**config.mk**
```make
export PLATFORM = sky130hd
export DESIGN_NAME = fracdiv_freqmeter
export DESIGN_NICKNAME = d
export VERILOG_FILES = /design/src/rtl/fracdiv_freqmeter.sv
export SDC_FILE = /design/constraint.sdc
export NUM_CORES = 1
export LEC_CHECK = 0
export BUFFER_PORTS_ARGS = -buffer_cell sky130_fd_sc_hd__buf_2
export CORE_ASPECT_RATIO = 1.5
export CORE_MARGIN = 2
export CORE_UTILIZATION = 40
export DETAILED_ROUTE_END_ITERATION = 7
export GPL_TIMING_DRIVEN = 0
export PLACE_DENSITY = 0.65
export SLEW_MARGIN = 20
export SYNTH_ARGS = -nofsm -noshare
export SYNTH_HDL_FRONTEND = slang
export SYNTH_SLANG_ARGS = --single-unit
```
**constraint.sdc**
```tcl
create_clock -name clk_fast -period 3.95 [get_ports clk_fast]
set_input_delay 0.79 -clock clk_fast [delete_from_list [all_inputs] [get_ports clk_fast]]
set_output_delay 0.79 -clock clk_fast [all_outputs]
set_load 0.05 [all_outputs]
```
**src/rtl/fracdiv_freqmeter.sv**
```systemverilog
// Counts rising edges of an asynchronous divider clock over a programmable window of clk_fast cycles.
// Each edge is counted 3 cycles after it rises, at window open and at window close alike.
module fracdiv_freqmeter #(
  parameter int GATE_W = 16,
  parameter int CNT_W  = 16
) (
  input  logic              clk_fast,
  input  logic              rst,
  input  logic              clk_in,
  input  logic              start,
  input  logic [GATE_W-1:0] gate_len,
  output logic              busy,
  output logic              valid,
  output logic [CNT_W-1:0]  count,
  output logic              overflow
);

  typedef enum logic [1:0] {IDLE, MEASURE, DONE} state_t;

  localparam logic [CNT_W-1:0] CNT_MAX = '1;

  state_t            state_q;
  logic [2:0]        sync_q;
  logic [GATE_W-1:0] gate_q;
  logic [CNT_W-1:0]  acc_q, acc_d;
  logic              sat_q, sat_d;
  logic              busy_q, valid_q, ovf_q;
  logic [CNT_W-1:0]  count_q;
  logic              edge_p;

  // sync_q[1:0] is the synchronizer and sync_q[2] is the edge-detect register.
  assign edge_p = sync_q[1] & ~sync_q[2];

  always_comb begin
    acc_d = acc_q;
    sat_d = sat_q;
    if (edge_p && (state_q == MEASURE)) begin
      if (acc_q == CNT_MAX) sat_d = 1'b1;
      else                  acc_d = acc_q + 1'b1;
    end
  end

  always_ff @(posedge clk_fast or posedge rst) begin
    if (rst) begin
      state_q <= IDLE;
      sync_q  <= '0;
      gate_q  <= '0;
      acc_q   <= '0;
      sat_q   <= 1'b0;
      busy_q  <= 1'b0;
      valid_q <= 1'b0;
      count_q <= '0;
      ovf_q   <= 1'b0;
    end else begin
      sync_q <= {sync_q[1:0], clk_in};
      case (state_q)
        IDLE: begin
          valid_q <= 1'b0;
          if (start) begin
            gate_q <= gate_len;
            acc_q  <= '0;
            sat_q  <= 1'b0;
            if (gate_len != '0) begin
              state_q <= MEASURE;
              busy_q  <= 1'b1;
            end else begin
              // Empty window: publish a zero result straight away.
              state_q <= DONE;
              valid_q <= 1'b1;
              count_q <= '0;
              ovf_q   <= 1'b0;
            end
          end
        end
        MEASURE: begin
          acc_q  <= acc_d;
          sat_q  <= sat_d;
          gate_q <= gate_q - 1'b1;
          if (gate_q == GATE_W'(1)) begin
            // Result includes an edge landing in the final window cycle.
            state_q <= DONE;
            busy_q  <= 1'b0;
            valid_q <= 1'b1;
            count_q <= acc_d;
            ovf_q   <= sat_d;
          end
        end
        DONE: begin
          state_q <= IDLE;
          valid_q <= 1'b0;
        end
        default: begin
          state_q <= IDLE;
          busy_q  <= 1'b0;
          valid_q <= 1'b0;
        end
      endcase
    end
  end

  assign busy     = busy_q;
  assign valid    = valid_q;
  assign count    = count_q;
  assign overflow = ovf_q;

endmodule
```
# Word level (Yosys, flattened, before mapping)
# Cells that the tools add are included.
# Widths: inputs -> output; s select.
word_totals:
  ff_bits: 57
  in_bits: 20
  out_inout_bits: 19
  wordCells: 60
op_classes:
  n_addsub: 2
  eq_ne: 8
  muxes: 30
  n_bitwise: 3
  reduce_logical: 8
op_table:
  columns: ["cell", "n"]
  rows:
  - ["$mux 16", 7]
  - ["$pmux 16 s2", 3]
  - ["$add 16x1->16 const B", 1]
  - ["$eq 16x1->1 const B", 1]
  - ["$eq 16x16->1 const B", 1]
  - ["$reduce_bool 16->1", 1]
  - ["$sub 16x1->16 const B", 1]
  - ["$mux 1", 12]
  - ["$reduce_and 4->1", 2]
  - ["$mux 2", 3]
  - ["$ne 2x2->1 const B", 3]
  - ["$pmux 1 s2", 3]
  - ["$pmux 2 s2", 1]
  - ["$reduce_and 2->1", 2]
  - ["$pmux 1 s3", 1]
  - ["$eq 2x1->1 const B", 1]
  - ["$eq 2x2->1 const B", 1]
  - ["$logic_not 2->1", 1]
  - ["$ne 2x1->1 const B", 1]
  - ["$not 1->1", 2]
  - ["$reduce_bool 2->1", 1]
  - ["$and 1x1->1", 1]
  - ["$logic_and 1x1->1", 1]

# Depth between registers and ports, before layout
depth:
  word_depth: 6
  mapped_depth: 8

# Worst setup path before layout
# No wires, ideal clock.
synth_path:
  kind: "input to register"
  start: "input port gate_len[13]"
  end: "register ovf_q, in the netlist overflow"
  setup_time_ps: 125
  t_arrival_ps: 2036
  required_time_ps: 3825
  setup_slack_ps: 1790
  cell_stages: 6
  path_buffers: 1
  path_cell_list: "nor4_1 > nand4_1 > or2_2 > clkbuf_1 > nand2_1 > mux2_2"
synth_via:
  elab_chain_cells: 3
synth_lines:
  columns: ["item", "line_no", "rtl"]
  rows:
  - ["from (decl)", "11", "input logic [GATE_W-1:0] gate_len,"]
  - ["$reduce_bool 16->1", "63", "if (gate_len != '0) begin"]
  - ["$ne 2x2->1 (no source line)", null, null]
  - ["$reduce_and 4->1 (no source line)", null, null]
  - ["to (signal assigned)", "85", "ovf_q <= sat_d;"]
  - ["to (decl)", "27", "logic busy_q, valid_q, ovf_q;"]
# Every way passes these cells.
# A chain may end at the register's enable or synchronous reset.

# Worst setup path after layout
layout_path:
  start: "input port gate_len[5]"
  end: "register count_q[7], in the netlist count[7]"
layout_via:
  elab_chain_cells: 3
layout_lines:
  columns: ["item", "line_no", "rtl"]
  rows:
  - ["$reduce_bool 16->1", "63", null]
  - ["$ne 2x2->1 (no source line)", null, null]
  - ["$reduce_and 4->1 (no source line)", null, null]
  - ["to (signal assigned)", "52", "count_q <= '0;"]
  - ["to (signal assigned)", "70", "count_q <= '0;"]
  - ["to (signal assigned)", "84", "count_q <= acc_d;"]
  - ["to (decl)", "28", "logic [CNT_W-1:0] count_q;"]
# Every way passes these cells.

==> Flow_metrics.wiki <==
{| class="wikitable"
! Metric !! Value
|-
| Combinational family with the most area after synthesis || simple AND/OR/NAND/NOR gates
|-
| Fraction of layout cells with a size suffix above 1 || 18.18%
|-
| R2R cell count || 7
|-
| Count of synthesis-stage warnings from yosys || 0
|-
| Antenna violations before repair || 0
|-
| Startpoint type of the worst setup path || input port
|-
| DRC viols || 0
|-
| Hold-fix buffers, CTS || 0
|-
| Result of the run || finished, final reports clean
|-
| Count of routing violations after the opening detailed-route iteration || roughly 110
|-
| Post-detailed-route count of antenna-violating nets || 0
|-
| Post-Synth Adder-Cell Area || roughly 1.2%
|-
| Starting Density || between 40% and 50%
|-
| Layout Nets || 393
|-
| Synthesis-to-finish area growth || 19.79%
|-
| Worst-case hold slack || 0.3485 ns
|-
| Die W || 75.28 um
|-
| Syn avg cell area || 9.495 um^2
|-
| Number of instances resized during post-cts repair || 0
|-
| Cell count after synthesis || 321
|-
| Core region area || between 0.007 and 0.008 mm^2
|-
| Class of the most critical setup path || input port to flip-flop
|-
| Post-detail-place hpwl || between 5000 and 6000 um
|-
| Detailed-route wire length per cell || 16.29 um
|-
| XOR/XNOR Fraction of Synth Area || 2.874%
|-
| Commonest cells after routing, fill and taps aside || dfrtp_1, buf_2, nand3_1
|-
| Area of the die || 0.008349 mm^2
|-
| Number of global-route vias before repair || about 2700
|-
| First-pass DRT Iterations || 4
|-
| Most common cell after layout, fill and taps aside || dfrtp_1
|-
| Post-layout min period || around 2.4 ns
|-
| # setup viols final || 0
|-
| Total negative setup slack || 0 ns
|-
| Combinational share of power || a little under a fifth
|-
| Upper clock frequency limit || 0.4109 GHz
|-
| Share of the clock period used by the worst path || 61.61%
|-
| Maximum vdd drop || about 0.00029 V
|-
| Proportion of power drawn by flip-flops and latches || 41.7%
|-
| Asr flop ratio synth || 100.0%
|-
| # diodes || 0
|-
| Cell area after layout || about 0.0037 mm^2
|-
| Buffer cell driving the clock tree root || clkbuf_16
|-
| Post-synth cell types || 53
|-
| Worst Path Arrival || between 2 and 3 ns
|-
| Post-synth EDFFs || 0
|-
| Synthesized-area fraction occupied by ao, oa, aoi and oai cells || 17.41%
|-
| Switching share of power || 30.30%
|-
| Cell internal pwr || 0.001293 W
|-
| Number of buffer cells added on primary ports || 38
|-
| Peak fanout along the critical path || 10
|-
| Detailed-route wire length || 7756 um
|-
| Most area-consuming cells after synthesis || dfrtp_1, nand3_1, a21oi_1
|-
| Maximum root-to-sink buffer count || 2
|-
| Leading register cell type out of synthesis || dfrtp_1
|-
| Class of the tightest hold or removal check || flip-flop to flip-flop
|-
| Number of storage elements in the synthesis netlist || 57
|-
| Post-route setup slack || 1.517 ns
|-
| Top-level port count || 39
|-
| Wire length of the first global-routing pass || 12920 um
|-
| Clock power frac || 39.6%
|-
| Fraction of the mapped netlist area in simple logic gates || a little under a quarter
|-
| Number of rows created at floorplan || 39
|-
| Global-route usage over all layers || roughly a fifth
|-
| Required time worst endpoint || roughly 4.2 ns
|-
| Dpl cell area || 0.003368 mm^2
|-
| Insertion delay of the later-clocked pin in the worst-skew pair || 0.33 ns
|-
| Filler Cells Inserted || between 700 and 800
|-
| Post-DR vias/cell || around 5.7
|-
| CTS tree || yes
|-
| Slew headroom || about half
|-
| Seq/Total Area, Yosys || 46.80%
|-
| Post CTS Setup Buffer Count || 0
|-
| Lkg Pwr || 1.540 nW
|-
| Biggest area consumer among synthesized cells || dfrtp_1
|-
| Final GP Congestion || about 0.9
|-
| Largest clock skew in the final design || ~0.011 ns
|-
| Proportion of netlist area held by the largest area contributor || 46.80%
|-
| Sum of overflow across all layers after global routing || 0
|-
| Share of cell area taken by muxes after synthesis || roughly 5.4%
|-
| Total area of sequential cells || ~0.0014 mm^2
|-
| Number of buffers inserted during clock tree synthesis || 9
|-
| Net Count, Synth || 344
|-
| Max Transition Viols Final || 0
|-
| Depth of the CTS H-tree || 3
|-
| Height of the die || ~110 um
|-
| Least-Margin Pin Slew || between 0.7 and 0.8 ns
|-
| Net switching power || approximately 0.00056 W
|-
| Unrepaired setup endpoints after global routing || no
|-
| Total count of hold-check failures in the final report || 0
|-
| Power density over cell area || 507.9 mW/mm^2
|-
| Post-synth design cell area || 0.003048 mm^2
|-
| Critical path capture point type || flip-flop
|-
| Worst setup slack before clock tree synthesis || around 1.2 ns
|-
| Number of max-capacitance violations reported || 0
|-
| Pin count of the biggest net entering global routing || 58
|-
| Multi-input gate area || 0.001506 mm^2
|-
| Detailed-route via count || approximately 2700
|-
| Final core utilization || 48.58%
|-
| Clock sink count || 57
|-
| CTS clk-pin slew, worst paths || 0.05 ns
|-
| Hold depth || 0
|}
critical path, cell delays in order:
cell      delay [ns]
buf_2           0.12
nor4_1          0.43
nand4_1         0.23
or2_2           0.32
clkbuf_1        0.23
buf_1           0.29
nand3_1         0.15
o31ai_1         0.08
synth_stat cells, drive strengths merged, types with 2 or more instances:
cell type	number
dfrtp	57
nand3	30
nand2	28
a21oi	26
o21ai	23
nor2	18
clkbuf	15
mux2i	13
nor4	10
nand4	9
o22ai	9
inv	7
o22a	7
xor2	6
nor3	5
buf	4
or3	4
or4	4
xnor2	4
a22o	3
ha	3
mux2	3
nor2b	3
o211ai	3
a211oi	2
a32o	2
and3	2
o311ai	2
o31ai	2
o41ai	2
flip-flops by register name (all words and copies together) (netlist names):
signal    count
state_q       2
sync_q        3
busy          1
valid         1
sat_q         1
acc_q        16
count        16
overflow      1
gate_q       16
cell type report:
type,count,area share [%]
multi-input cells,238,41.26
repair buffers,38,5.209
flip-flops and latches,57,39.07
clock buffers,13,7.402
inverters,7,0.7882
well taps,102,3.496
plain buffers,19,2.433
clock inverters,2,0.3427
per-layer routing:
| layer | GRT usage [%] | part of all wire (%) | up-vias |
|---|---|---|---|
| met4 | 9.591 | 1.7 | 0 |
| li1 | - | - | 1309 |
| met5 | 0 | 0 | - |
| met3 | 3.182 | 3.5 | 14 |
| met2 | 34.85 | 54 | 67 |
| met1 | 23.78 | 41 | 1300 |
power by group through the flow:
stage | clock, W | sequential [W] | combinational, W
6_report | 0.000735 | 0.000773 | 0.000346
5_1_grt | 0.000769 | 0.000785 | 0.000392
4_1_cts | 0.000741 | 0.000770 | 0.000348
3_5_place_dp | 0 | 0.000778 | 0.000348
3_3_place_gp | 0 | 0.000773 | 0.000335
2_1_floorplan | 0 | 0.000759 | 0.000269
logic make-up (layout without fill, tap and decap cells):
| logic type | count (synthesis) | after routing |
|---|---|---|
| AOI/OAI and AO/OA | 85 | 85 |
| muxes | 16 | 16 |
| and+or+nand+nor | 124 | 124 |
| adders and majority gates | 3 | 3 |
| DFF | 57 | 57 |
| buffers and inverters | 26 | 79 |
| xor gates and xnor gates | 10 | 10 |
stage by stage:
stage          total power (W)  std cells
2_1_floorplan         0.001028        321
3_3_place_gp          0.001108        461
3_5_place_dp          0.001125        461
4_1_cts               0.001860        476
5_1_grt               0.001945        476
6_report              0.001854        476
worst paths after layout:
| path | start | end | slack [ns] |
|---|---|---|---|
| min in group asynchronous | rst | sync_q[0]$_DFF_PP0_ | 0.59 |
| hold / removal | sync_q[0]$_DFF_PP0_ | sync_q[1]$_DFF_PP0_ | 0.35 |
| max in group asynchronous | rst | count[12]$_DFFE_PP0P_ | 2.89 |
| setup / recovery | gate_len[5] | count[7]$_DFFE_PP0P_ | 1.52 |
| setup reg to reg | state_q[0]$_DFFE_PP0P_ | count[7]$_DFFE_PP0P_ | 1.62 |
| hold reg to reg | sync_q[0]$_DFF_PP0_ | sync_q[1]$_DFF_PP0_ | 0.35 |
Note: power is estimated with default switching activity, not from simulation.
